$ cat src/rtl/corefifo_gray_ptr_sync.sv
// ---------------------------------------------------------------------------
// corefifo_gray_ptr_sync
//   Destination-side synchroniser for Gray-coded FIFO pointers. It supports
//   several independent channels. For each channel the block:
//     - resynchronises the Gray pointer through NUM_STAGES flops,
//     - registers the binary form of the synchronised pointer, and
//     - emits a one-cycle 'changed' pulse whenever that value updates.
//
// Optional feature (macro COREFIFO_GRAYSYNC_ERRCHK_EN):
//   When defined, a sticky per-channel 'err' flag is built. It is set when a
//   synchronised pointer moves by more than one bit in a single step.
//   Checking is suppressed until NUM_STAGES+1 clocks after reset releases,
//   so the first value arriving out of reset is never reported as an error.
//   When undefined, err is tied to 0.
//
// Parameters:
//   NUM_STAGES  flop stages per bit (>= 2)
//   ADDRWIDTH   pointer is ADDRWIDTH+1 bits (address + wrap bit)
//   NUM_CH      channel count; channels are packed LSB-first
//
// Ports:
//   clk        destination clock
//   arst       asynchronous reset, active-high
//   gray_in    [NUM_CH*(ADDRWIDTH+1)] unsynchronised Gray pointers
//   gray_sync  [NUM_CH*(ADDRWIDTH+1)] synchronised Gray pointers
//   bin_sync   [NUM_CH*(ADDRWIDTH+1)] registered binary of gray_sync
//   changed    [NUM_CH] one-cycle pulse when bin_sync updates
//   err        [NUM_CH] sticky illegal-step flag
// ---------------------------------------------------------------------------

// Per-channel synchroniser, Gray-to-binary converter and step detector.
module corefifo_gray_ptr_sync_ch #(
    parameter int NUM_STAGES = 2,
    parameter int W          = 4
) (
    input  logic         clk,
    input  logic         arst,
    input  logic [W-1:0] gray_in,
    output logic [W-1:0] gray_sync,
    output logic [W-1:0] bin_sync,
    output logic [W-1:0] step
);
    logic [NUM_STAGES-1:0][W-1:0] sync_q;
    logic [W-1:0]                 gray_prev;

    function automatic logic [W-1:0] gray2bin(input logic [W-1:0] g);
        logic [W-1:0] b;
        b[W-1] = g[W-1];
        for (int i = W-2; i >= 0; i--) b[i] = b[i+1] ^ g[i];
        return b;
    endfunction

    always_ff @(posedge clk or posedge arst) begin
        if (arst) begin
            sync_q <= '0;
        end else begin
            sync_q[0] <= gray_in;
            for (int s = 1; s < NUM_STAGES; s++) sync_q[s] <= sync_q[s-1];
        end
    end

    assign gray_sync = sync_q[NUM_STAGES-1];

    always_ff @(posedge clk or posedge arst) begin
        if (arst) begin
            gray_prev <= '0;
            bin_sync  <= '0;
        end else begin
            gray_prev <= gray_sync;
            bin_sync  <= gray2bin(gray_sync);
        end
    end

    // Bits that moved since last cycle. A nonzero value means an update.
    // More than one set bit means an illegal Gray step.
    assign step = gray_sync ^ gray_prev;
endmodule

module corefifo_gray_ptr_sync #(
    parameter int NUM_STAGES = 2,
    parameter int ADDRWIDTH  = 3,
    parameter int NUM_CH     = 1
) (
    input  logic                            clk,
    input  logic                            arst,
    input  logic [NUM_CH*(ADDRWIDTH+1)-1:0] gray_in,
    output logic [NUM_CH*(ADDRWIDTH+1)-1:0] gray_sync,
    output logic [NUM_CH*(ADDRWIDTH+1)-1:0] bin_sync,
    output logic [NUM_CH-1:0]               changed,
    output logic [NUM_CH-1:0]               err
);
    localparam int W = ADDRWIDTH + 1;

    if (NUM_STAGES < 2) begin : g_bad_stages
        $error("corefifo_gray_ptr_sync: NUM_STAGES must be >= 2");
    end

    logic [NUM_CH-1:0][W-1:0] step;
    logic [NUM_CH-1:0]        upd;

    for (genvar c = 0; c < NUM_CH; c++) begin : g_ch
        corefifo_gray_ptr_sync_ch #(
            .NUM_STAGES (NUM_STAGES),
            .W          (W)
        ) u_ch (
            .clk       (clk),
            .arst      (arst),
            .gray_in   (gray_in[c*W +: W]),
            .gray_sync (gray_sync[c*W +: W]),
            .bin_sync  (bin_sync[c*W +: W]),
            .step      (step[c])
        );
        assign upd[c] = |step[c];
    end

    always_ff @(posedge clk or posedge arst) begin
        if (arst) changed <= '0;
        else      changed <= upd;
    end

`ifdef COREFIFO_GRAYSYNC_ERRCHK_EN
    localparam int ARM_CNT = NUM_STAGES + 1;
    localparam int CW      = $clog2(ARM_CNT + 1);

    logic [CW-1:0]     arm_cnt;
    logic              armed;
    logic [NUM_CH-1:0] err_set;

    // armed goes high after ARM_CNT post-reset edges. The edge that first
    // compares a real input value against the cleared prev register
    // (edge NUM_STAGES+1) still sees armed low.
    always_ff @(posedge clk or posedge arst) begin
        if (arst) begin
            arm_cnt <= '0;
            armed   <= 1'b0;
        end else if (!armed) begin
            arm_cnt <= arm_cnt + CW'(1);
            if (arm_cnt == CW'(ARM_CNT - 1)) armed <= 1'b1;
        end
    end

    // x & (x-1) is nonzero exactly when x has two or more set bits.
    for (genvar c = 0; c < NUM_CH; c++) begin : g_chk
        assign err_set[c] = |(step[c] & (step[c] - W'(1)));
    end

    always_ff @(posedge clk or posedge arst) begin
        if (arst) err <= '0;
        else      err <= err | (err_set & {NUM_CH{armed}});
    end
`else
    assign err = '0;
`endif
endmodule

$ cat config.mk
export PLATFORM = sky130hd
export DESIGN_NAME = corefifo_gray_ptr_sync
export DESIGN_NICKNAME = d
export VERILOG_FILES = /design/src/rtl/corefifo_gray_ptr_sync.sv
export SDC_FILE = /design/constraint.sdc
export NUM_CORES = 1
export LEC_CHECK = 0
export CAP_MARGIN = 20
export CORE_AREA = 2 2 39 41
export CTS_BUF_LIST = sky130_fd_sc_hd__clkbuf_4
export DETAILED_ROUTE_END_ITERATION = 10
export DIE_AREA = 0 0 41 43
export GPL_TIMING_DRIVEN = 0
export PLACE_DENSITY = 0.82
export SLEW_MARGIN = 20
export SYNTH_ARGS = -nofsm -noshare
export SYNTH_HDL_FRONTEND = slang
export SYNTH_SLANG_ARGS = --single-unit
$ cat constraint.sdc
create_clock -name clk -period 1.4 [get_ports clk]
set_input_delay 0.21 -clock clk [delete_from_list [all_inputs] [get_ports clk]]
set_output_delay 0.21 -clock clk [all_outputs]
set_load 0.01 [all_outputs]
# Word level (Yosys, flattened, before mapping)
# Cells that the tools add are included.
[totals]
regBits = 17
out_inout_bits = 10
wordCells = 10
[op_classes]
bitwise_logic = 4
n_reduce_logical = 1
[op_table]
columns = ["op", "n"]
rows = [
  ["OR reduction 4 bit", 1],
  ["bitwise XOR 4 bit", 1],
  ["bitwise XOR 1 bit", 3],
]

# Depth between registers and ports, before layout
[logic_depth]
ltp_word = 3
ltp_mapped = 2

# Hierarchy
# From an unflattened synthesis, not the netlist that was laid out.
[unflattened]
cells_unflattened = 34
area_unflattened_um2 = 541.8
[modules_own_cells]
columns = ["mod", "n_inst", "cells_each", "area_per_inst_um2", "seq_area_each_um2"]
rows = [
  ["corefifo_gray_ptr_sync_ch", 1, 29, 494.2, 375.4],
  ["corefifo_gray_ptr_sync", 1, 5, 47.5, 25.0],
]

# Worst setup path before layout
# Ideal clock, no wire load.
[synth_timing]
path_kind = "register to register"
from = "reg g_ch[0].u_ch.sync_q, in the netlist g_ch[0].u_ch.gray_sync[2]"
to = "reg g_ch[0].u_ch.bin_sync[0]"
setup_time_ns = 0.134
arrival_ns = 0.855
required_ns = 1.266
setup_slack_ns = 0.411
stages_incl_launch_ff = 3
period_less_slack_ns = 0.989
path_cell_list = "dfrtp_1 > xnor2_2 > xnor3_1"
[synth_via]
elab_chain_cells = 3
[synth_lines]
columns = ["item", "line", "text"]
rows = [
  ["from (decl)", "43", "logic [NUM_STAGES-1:0][W-1:0] sync_q;"],
  ["bitwise XOR 1 bit (3 in a row)", "49", "for (int i = W-2; i >= 0; i--) b[i] = b[i+1] ^ g[i];"],
  ["to (signal assigned)", "70", "bin_sync <= gray2bin(gray_sync);"],
  ["to (decl)", "40", "output logic [W-1:0] bin_sync,"],
]
# Every way passes these cells.

# Final worst setup path
[layout_timing]
from = "reg g_ch[0].u_ch.bin_sync[1]"
to = "out bin_sync[1]"
[layout_lines]
columns = ["item", "line", "text"]
rows = [
  ["to (decl)", "88", "output logic [NUM_CH*(ADDRWIDTH+1)-1:0] bin_sync,"],
]
# No word-level cell between the ends.

==> qor.yml <==
status: "complete, no violations"
yosys_warnings: 0
setup_viol: 0
crit_buf_inv: 1
postSynthAreaPerCell_um2: 16.5
hold_buffers: 0
netlist_instances: 33
finalMaxSlewViolations: 0
grt_max_degree: 17
routed_wirelength_um: 640
ioPinCount: 16
cts.sinks: 16
total_power_mw: 0.866
dieArea_um2: 1760
io_buffers: 14
multiInputGateArea_um2: 92.6
drive_gt1_share_pct: 28.6
rows: 14
final_common_cell: "dfrtp_1"
place_congestion: 0.650
peakVddDrop_mv: 0.667
r2r-end: "g_ch[0].u_ch.bin_sync[0]$_DFF_PP0_"
rr_worst_depth: 3
area_growth_pct: 41.1
root_buffer: "clkbuf_4"
clock_skew_ns: 0.00193
power_density_nw_per_um2: 1130
rsz0062_at_grt: "false"
tightest_slew_ns: 0.580
diodes: 0
synth_seq_cells: 16
clock_latency_ns: 0.27
vias: 299
syn-num-nets: 39
final_util_pct: 55.6
clk_pin_slew_ns: 0.08
slew_headroom_pct: 61.3
drc_errors: 0
fmax_ghz: 0.752
critPathArrivalTime_ns: 1.12
fin_crit_sh_pct: 95.0
critPathRequiredTime_ns: 1.19
critPathTopFamily: "buffers and inverters"
synth_area_um2: 546
finalHoldViolCount: 0
first_pass_iters: 1
critPathMaxFanout: 1
grt_overflow: 0
cp_slowest_cell: "clkdlybuf4s50_1"
routed_via_density: 4.15
setup-tns-final_ns: 0
regArea_um2: 402
start_util_pct: 39.4
drt_iter0_drc: 0
die_h_um: 43
layout.cells.non_filler: 72
yosysSeqAreaShare_pct: 73.4
cap_viol_max_count: 0
die_w_um: 41
antenna_found_initial: 0
grt_pass1_wl_um: 1170
drtAntennaViolNets: 0
placedCellCount: 63
fin_nets: 63
core_um2: 1380
hold_path_class: "input pin to async pin"
worstPathCellList: "clkdlybuf4s50_1"
final_cell_mix: "15 x dfrtp_1, 11 x buf_4, 7 x clkdlybuf4s50_1"
cellLeakagePower_nw: 0.380
path_class: "register to output pin"
synth_cell_types: 8
grt_pass1_vias: 275
wl_per_cell_um: 8.89
start_kind: "register"
nFillCells: 135
htreeDepth: 1
worstSetupEndpointType: "output pin"
cts_tree: "yes"
grt_use_total_pct: 10.5
numCtsBuffers: 3
r2r_start: "g_ch[0].u_ch.gray_sync[3]$_DFF_PP0_"
critPathMaxStageDelay_ns: 0.52
period_minus_slack_ns: 1.33
rrSetupSlack_ns: 0.27
dpl.hpwl_um: 443
clock_path_buffers: 2
==> report_power, final <==
group          switching (mW)  leakage, nW  internal (mW)
clock                   0.128       0.0154          0.103
sequential             0.0102        0.183          0.494
combinational          0.0494        0.182         0.0823
==> metrics by stage <==
step / instance area, um2 / worst slack, ns / hold slack, ns
final: 769 / 0.0700 / 0.286
after floorplan: 546 / 0.411 / 0.124
after global placement: 706 / 0.121 / 0.331
after global routing: 769 / 0.000901 / 0.346
after detailed placement: 706 / 0.107 / 0.337
after CTS: 764 / 0.0354 / 0.295
==> final cells by class <==
class | count | share of cell area [%]
Inverter | 2 | 0.976
Clock inverter | 1 | 0.488
Sequential cell | 16 | 52.2
Clock buffer | 3 | 2.93
Tap cell | 16 | 2.60
Timing Repair Buffer | 19 | 22.9
Buffer | 6 | 5.85
Multi-Input combinational cell | 9 | 12.0
==> registers in the layout, summed over array words and instances (netlist names) <==
signal / count
g_ch.u_ch.sync_q: 4
g_ch.u_ch.bin_sync: 4
g_ch.u_ch.gray_prev: 3
changed: 1
g_ch.u_ch.gray_sync: 4
==> worst max path at each step <==
stage,startpoint,to,slack [ns],cells after the start
2_1_floorplan,g_ch[0].u_ch.gray_sync[2]$_DFF_PP0_,g_ch[0].u_ch.bin_sync[0]$_DFF_PP0_,0.41,2
3_3_place_gp,g_ch[0].u_ch.gray_sync[2]$_DFF_PP0_,gray_sync[2],0.12,2
3_5_place_dp,g_ch[0].u_ch.gray_sync[3]$_DFF_PP0_,gray_sync[3],0.11,2
4_1_cts,g_ch[0].u_ch.bin_sync[0]$_DFF_PP0_,bin_sync[0],0.04,1
5_1_grt,changed$_DFF_PP0_,changed,0.0009,1
6_report,g_ch[0].u_ch.bin_sync[1]$_DFF_PP0_,bin_sync[1],0.07,1
==> cell families (layout without fill, tap and decap cells) <==
| family | Yosys count | in the layout | synth area share, % |
|---|---|---|---|
| xor+xnor | 7 | 7 | 15.1 |
| buf+inv | 8 | 31 | 9.63 |
| flops | 16 | 16 | 73.4 |
| other cells | 1 | 1 | 0.687 |
| simple gates | 1 | 1 | 1.15 |
==> metal layers <==
layer  track usage (%)  vias up  wire, um
li1                  -      141         -
met1              13.5      146       253
met2              14.1       12       336
met3              4.71        0        50
met4              6.00        0         0
met5                 0        -         0
==> Yosys cell counts (all sizes together) <==
library cell	count	area share [%]
xnor2	6	11
dfrtp	16	73
buf	6	8.3
inv	2	1.4
nand4	1	1.1
xnor3	1	4.1
conb	1	0.69
==> timing repair <==
item                       4_1_cts  5_1_grt
gates resized for setup          6        2
setup buffers                    5        0
setup endpoints to repair        5        2
No activity file was read; power rests on OpenSTA's default activity.
